### config.mk
export PLATFORM = sky130hd
export DESIGN_NAME = register_file
export DESIGN_NICKNAME = d
export VERILOG_FILES = /design/src/rtl/register_file.sv
export SDC_FILE = /design/constraint.sdc
export NUM_CORES = 1
export LEC_CHECK = 0
export CAP_MARGIN = 5
export CORE_UTILIZATION = 62
export CTS_CLUSTER_DIAMETER = 60
export DETAILED_ROUTE_END_ITERATION = 10
export HOLD_SLACK_MARGIN = 0.02
export PLACE_DENSITY = 0.87
export SYNTH_ARGS = -nofsm -noshare
export SYNTH_HDL_FRONTEND = slang
export SYNTH_SLANG_ARGS = --single-unit
### constraint.sdc
create_clock -name clk -period 10.04 [get_ports clk]
set_clock_uncertainty 0.1 [all_clocks]
set_input_delay 1.506 -clock clk [delete_from_list [all_inputs] [get_ports clk]]
set_output_delay 1.506 -clock clk [all_outputs]
set_load 0.01 [all_outputs]
### src/rtl/register_file.sv
// Eight-entry register file with two write ports, write-through bypass on both read ports,
// and a push/pop stack pointer with a sticky under/overflow flag.
module register_file #(
  parameter int unsigned   W       = 16,
  parameter int unsigned   N       = 8,
  parameter int unsigned   AW      = 3,
  parameter logic [W-1:0]  SP_INIT = 'h0FFF
) (
  input  logic          clk,
  input  logic          rst,
  input  logic [AW-1:0] rs_addr,
  input  logic [AW-1:0] rt_addr,
  output logic [W-1:0]  rs_data,
  output logic [W-1:0]  rt_data,
  input  logic          wb_en,
  input  logic [AW-1:0] wb_addr,
  input  logic [W-1:0]  wb_data,
  input  logic          wb2_en,
  input  logic [AW-1:0] wb2_addr,
  input  logic [W-1:0]  wb2_data,
  input  logic [1:0]    sp_op,
  output logic [W-1:0]  sp_addr,
  output logic [W-1:0]  sp,
  output logic          stack_err
);

  localparam logic [1:0] OpPush = 2'b01;
  localparam logic [1:0] OpPop  = 2'b10;

  logic [W-1:0] regs_q [N];
  logic [W-1:0] sp_q, sp_d;
  logic         err_q, err_d;

  // Port B is written last so it wins on an address collision.
  always_ff @(posedge clk or posedge rst) begin
    if (rst) begin
      for (int i = 0; i < N; i++) begin
        regs_q[i] <= '0;
      end
    end else begin
      if (wb_en) regs_q[wb_addr] <= wb_data;
      if (wb2_en) regs_q[wb2_addr] <= wb2_data;
    end
  end

  always_comb begin
    rs_data = regs_q[rs_addr];
    if (wb_en && (wb_addr == rs_addr)) rs_data = wb_data;
    if (wb2_en && (wb2_addr == rs_addr)) rs_data = wb2_data;
  end

  always_comb begin
    rt_data = regs_q[rt_addr];
    if (wb_en && (wb_addr == rt_addr)) rt_data = wb_data;
    if (wb2_en && (wb2_addr == rt_addr)) rt_data = wb2_data;
  end

  // Push addresses the current slot; pop addresses the slot above it.
  always_comb begin
    sp_d    = sp_q;
    err_d   = err_q;
    sp_addr = sp_q;
    unique case (sp_op)
      OpPush: begin
        sp_d = sp_q - W'(1);
        if (sp_q == '0) err_d = 1'b1;
      end
      OpPop: begin
        sp_addr = sp_q + W'(1);
        sp_d    = sp_q + W'(1);
        if (sp_q == SP_INIT) err_d = 1'b1;
      end
      default: ;
    endcase
  end

  always_ff @(posedge clk or posedge rst) begin
    if (rst) begin
      sp_q  <= SP_INIT;
      err_q <= 1'b0;
    end else begin
      sp_q  <= sp_d;
      err_q <= err_d;
    end
  end

  assign sp        = sp_q;
  assign stack_err = err_q;

endmodule

* Word level (Yosys, flattened, before mapping)
Cells that the tools add are included.
** Operators by class
- $add $sub $neg :: 2
- Multiply operators :: 0
- Div/mod/pow operators :: 0
- Magnitude comparators :: 6
- Equality and inequality tests :: 9
- Shift operators :: 0
- Mux-type cells :: 23
- Bitwise operators :: 4
- Reductions and logical operators :: 9
** Operators by type and width (number)
- bitwise mux 128 bit :: 2
- two-way mux 128 bit :: 2
- two-way mux 16 bit :: 11
- binary-select mux 16 bit (select 3 bit) :: 2
- demux 16 bit (select 3 bit) :: 2
- case mux 16 bit (2 select lines) :: 1
- adder 16 x 1 -> 16 bit, second input constant :: 1
- equality test 16 x 12 -> 1 bit, second input constant :: 1
- greater-or-equal comparator 4 bit, second input constant :: 4
- logical NOT 16 bit :: 1
- NOT 3 -> 4 bit :: 4
- subtractor 16 x 1 -> 16 bit, second input constant :: 1
- equality test 3 bit :: 4
- less-than comparator 4 x 1 -> 1 bit, second input constant :: 2
- logical AND 1 bit :: 6
- inequality test 2 bit, second input constant :: 2
- AND reduction 3 bit :: 1
- equality test 2 x 1 -> 1 bit, second input constant :: 1
- equality test 2 bit, second input constant :: 1
- two-way mux 1 bit :: 2
- case mux 1 bit (2 select lines) :: 1
- nonzero test 2 bit :: 1
** Word-level totals
- Bits in registers :: 145
- Latch bits :: 0
- Bits in writable memories :: 0
- ROM bits :: 0
- Bits of input ports :: 50
- Output and inout port bits :: 65
- Word-level logic and storage cells :: 63
- Memories :: 0

* Depth between registers and ports, before layout
- Depth after elaboration :: 9
- Depth in mapped cells :: 8
- Gate-level depth less buffers :: 7

* Least setup slack after synthesis
OpenSTA, ideal clock, no wires.
- Kind :: input to output
- From :: input rs_addr[0]
- To :: output rs_data[5]
- Data arrival time :: 2.909 ns
- Required time :: 8.434 ns
- Path slack :: 5.525 ns
- Stages on the path :: 7
- Path buffers :: 2
- Path through :: buf_2 buf_2 mux4_2 mux2i_1 nand2_1 o21ai_0 o21ai_0
** Between the ends
- Longest elaborated chain between the ends :: 6
- Elaborated cells between the ends (all ways) :: 10
- Classes of those cells :: eq/ne (2); mux (5); bitwise (1); reduce/logical (2)
** Ends and longest elaborated chain
- start: declaration :: line 11 : input logic [AW-1:0] rs_addr,
- NOT 3 -> 4 bit (implied by the code) :: line 47 : rs_data = regs_q[rs_addr];
- binary-select mux 16 bit (select 3 bit) :: line 47
- two-way mux 16 bit (implied by the code) (2 in a row) :: line 47
- two-way mux 16 bit :: line 48 : if (wb_en && (wb_addr == rs_addr)) rs_data = wb_data;
- two-way mux 16 bit (*) :: line 49 : if (wb2_en && (wb2_addr == rs_addr)) rs_data = wb2_data;
- end: declaration :: line 13 : output logic [W-1:0] rs_data,
Mark *: on every way between the ends. The rest lies on a longest branch, timed or not. The select of a mux whose other input is x is not followed.

* Final worst setup path
- From :: input rs_addr[2]
- To :: output rs_data[1]
The elaborated chain is that of the path after synthesis.

==> metrics.txt <==
# TYPE chip_impl_metric gauge
chip_impl_metric{name="postSynthAreaPerCell",unit="um^2"} 9.631
chip_impl_metric{name="n_fill_cell",unit=""} 1067
chip_impl_metric{name="grt.overflow.total",unit=""} 0
chip_impl_metric{name="cts.sinks",unit=""} 145
chip_impl_metric{name="power.density",unit="nW/um^2"} 201.7
chip_impl_metric{name="initial_utilization",unit="%"} 63.46
chip_impl_info{name="cts_tree",value="done"} 1
chip_impl_metric{name="grt.total_usage",unit="%"} 36.12
chip_impl_metric{name="fin_crit_sh",unit="%"} 61.44
chip_impl_metric{name="drc_violations",unit=""} 0
chip_impl_metric{name="timing.final.setup_violations",unit=""} 0
chip_impl_metric{name="num_vias",unit=""} 8634
chip_impl_info{name="criticalPathCategory",value="in2out"} 1
chip_impl_info{name="timing.critical_path.from",value="rs_addr[2]"} 1
chip_impl_metric{name="post_route_cells_drive_above_1_share",unit="%"} 14.19
chip_impl_metric{name="power.switching_fraction",unit="%"} 34.23
chip_impl_metric{name="antenna_found_initial",unit=""} 0
chip_impl_metric{name="final_util",unit="%"} 74.04
chip_impl_info{name="dominantRegCellSynth",value="dfrtp_1"} 1
chip_impl_metric{name="max_root_sink_buffers",unit=""} 2
chip_impl_info{name="synthTopCellsByArea",value="dfrtp_1 (33%), mux2i_1 (16%), mux4_2 (14%)"} 1
chip_impl_metric{name="power_frac_seq",unit="%"} 39.5
chip_impl_metric{name="fin_crit",unit="ps"} 6169
chip_impl_metric{name="antenna_left",unit=""} 0
chip_impl_metric{name="cts_inserted_buffers",unit=""} 17
chip_impl_metric{name="num_io_pins",unit=""} 115
chip_impl_metric{name="synthesis.nets",unit=""} 1099
chip_impl_metric{name="cellInternalPower",unit="mW"} 1.555
chip_impl_info{name="crit-reg2reg-capture",value="sp[9]"} 1
chip_impl_metric{name="synth.distinct_cells",unit=""} 44
chip_impl_info{name="worst_hold_path_type",value="reg2reg"} 1
chip_impl_metric{name="max-slew-margin-rel",unit="%"} 31.14
chip_impl_metric{name="slew_violations",unit=""} 0
chip_impl_metric{name="wl_per_cell",unit="um"} 21.81
chip_impl_metric{name="die_x",unit="um"} 129.3
chip_impl_metric{name="worstRegToRegCells",unit=""} 5
chip_impl_metric{name="io_buffers",unit=""} 114
chip_impl_info{name="yosysTopAreaCell",value="dfrtp_1"} 1
chip_impl_metric{name="post-cts-setup-buffer-count",unit=""} 0
chip_impl_info{name="clockRootBuffer",value="clkbuf_16"} 1
chip_impl_metric{name="post_layout_nonfiller_instances",unit=""} 1308
chip_impl_metric{name="setup_slack_of_the_worst_register_to_register_path",unit="ps"} 7990
chip_impl_metric{name="insertedDiodeCount",unit=""} 0
chip_impl_metric{name="route.detailed.vias_per_inst",unit=""} 6.601
chip_impl_info{name="rr_startpoint",value="sp[4]"} 1
chip_impl_info{name="synth.cells.most_frequent",value="mux2i_1 (160), nand2_1 (143), dfrtp_1 (133), o21ai_0 (131), nor2_1 (77)"} 1
chip_impl_metric{name="dp_cells",unit=""} 1276
chip_impl_metric{name="grt_pass1_vias",unit=""} 8654
chip_impl_metric{name="nets",unit=""} 1135
chip_impl_metric{name="cts_hold_buffers",unit=""} 0
chip_impl_info{name="library_cell_with_the_highest_instance_count_after_synthesis",value="mux2i_1"} 1
chip_impl_metric{name="share_of_the_synthesized_area_in_the_top_cell_type",unit="%"} 33.13
chip_impl_metric{name="cp_max_fo",unit=""} 34
chip_impl_metric{name="detail_route.iter0.violations",unit=""} 732
chip_impl_metric{name="required",unit="ps"} 8430
chip_impl_metric{name="number_of_flops_mapped_to_enable_cells_by_yosys",unit=""} 0
chip_impl_info{name="grt_setup_unrepaired",value="false"} 1
chip_impl_metric{name="area_growth_syn_to_layout",unit="%"} 16.67
chip_impl_metric{name="synth.yosys.warnings",unit=""} 0
chip_impl_metric{name="grt_start_max_net_pins",unit=""} 79
chip_impl_metric{name="ys_async_sr_fraction",unit="%"} 100.0
chip_impl_metric{name="max_freq",unit="MHz"} 162.1
chip_impl_metric{name="clk_transition_reported_paths",unit="ps"} 60
chip_impl_metric{name="grt_pass1_wl",unit="um"} 45090
chip_impl_metric{name="chipHeight",unit="um"} 129.3
chip_impl_metric{name="area_of_the_die",unit="um^2"} 16710
chip_impl_metric{name="share_comb_of_total_power",unit="%"} 35.1
chip_impl_metric{name="final_hold_viol_count",unit=""} 0
chip_impl_metric{name="router_iterations_before_antenna_repair",unit=""} 5
chip_impl_metric{name="power.ir.vdd_worst",unit="mV"} 0.1713
chip_impl_info{name="critical_path.startpoint_type",value="input port"} 1
chip_impl_metric{name="power_leakage",unit="nW"} 4.898
chip_impl_metric{name="clock_latency",unit="ps"} 430
chip_impl_metric{name="syn_inst",unit=""} 1043
chip_impl_metric{name="slew_at_the_pin_closest_to_its_max_slew_limit",unit="ps"} 1027
chip_impl_metric{name="switching_power",unit="mW"} 0.8091
chip_impl_metric{name="gp_routability_congestion",unit=""} 0.8654
chip_impl_metric{name="synth_area",unit="um^2"} 10040
chip_impl_info{name="status",value="finished, final reports clean"} 1
chip_impl_metric{name="synth_sequential_area_ratio",unit="%"} 36.27
chip_impl_metric{name="timing.critical_path.arrival",unit="ps"} 4560
chip_impl_metric{name="postRouteWirelength",unit="um"} 28530
chip_impl_metric{name="postSynthRegisterBits",unit=""} 145
chip_impl_metric{name="fin_setup_tns",unit="ps"} 0
chip_impl_metric{name="rows",unit=""} 46
chip_impl_metric{name="ctsResizeCount",unit=""} 0
chip_impl_metric{name="max_cap_violations",unit=""} 0
chip_impl_info{name="cp-end-kind",value="primary output"} 1
chip_impl_info{name="endpoint",value="rs_data[1]"} 1
chip_impl_metric{name="core-area",unit="um^2"} 15830
chip_impl_metric{name="htree_levels",unit=""} 4
chip_impl_metric{name="dpl.hpwl",unit="um"} 16710
chip_impl_metric{name="clkPwrFrac",unit="%"} 25.3
flip-flops by register name (all words and copies together), names as in the netlist:
name / flops
regs_q: 128
stack_err: 1
sp: 16
final cells by class:
class	instances	area, um^2	share of cell area (%)
multi-input cells	769	5907	50.41
flip-flops and latches	145	3643	31.09
repair buffers	140	1321	11.27
clock buffers	19	432.9	3.694
well taps	216	270.3	2.306
clock inverters	13	116.4	0.9930
inverters	6	27.53	0.2349
placed cells by master, fill, tap and decap left out, drive strengths merged, types with 12 or more instances in the layout:
cell type / count
a21oi: 76
buf: 29
xor2: 22
mux2i: 160
nor3: 16
mux4: 64
dfstp: 12
nand4: 13
dfrtp: 133
clkdlybuf4s50: 111
nor2: 77
xnor2: 18
clkbuf: 19
o21ai: 132
nand2: 143
critical path, stage by stage:
cell	delay [ps]
clkdlybuf4s50_1	460
buf_4	450
xor2_1	170
nor3_2	840
buf_4	380
nand2_1	70
o21ai_0	100
clkdlybuf4s50_1	570
worst min path at each step:
stage / from / to / slack, ps / cells past startpoint
detailed placement: stack_err / stack_err / 370 / 1
global route: stack_err / stack_err / 410 / 1
floorplan: stack_err / stack_err / 400 / 1
global placement: stack_err / stack_err / 350 / 1
finish: stack_err / stack_err / 370 / 1
CTS: stack_err / stack_err / 380 / 1
metrics by stage:
stage	worst slack, ps	power [mW]	hold WS (ps)	instance area, um^2
2_1_floorplan	4559	1.409	404.1	10040
3_3_place_gp	4095	1.709	348.9	11170
3_5_place_dp	3942	1.745	367.8	11170
4_1_cts	3943	2.353	383.7	11720
5_1_grt	3684	2.472	409.3	11720
6_report	3871	2.364	374.6	11720
routing by layer:
layer	track usage, %	up-vias	share of wire [%]
li1	-	3779	-
met1	42.77	4209	38
met2	60.85	509	49
met3	7.886	137	7.8
met4	21.38	0	5.2
met5	0	-	0
cells by family (layout without fill, tap and decap cells):
logic type	Yosys count	count (layout)	share of synthesized area [%]
flops	145	145	36.27
buf+inv	129	178	5.443
fa+ha+maj	6	6	0.7474
xor+xnor	40	40	3.488
simple gates	285	285	12.88
mux	224	224	30.29
compound gates	214	214	10.87
power by group through the flow:
stage	clock network (mW)	registers [mW]	logic, mW
floorplan	0	0.854	0.555
detailed placement	0	0.927	0.818
global placement	0	0.916	0.793
global route	0.621	0.952	0.900
CTS	0.599	0.925	0.829
finish	0.599	0.934	0.830
No activity file was read; power rests on OpenSTA's default activity.
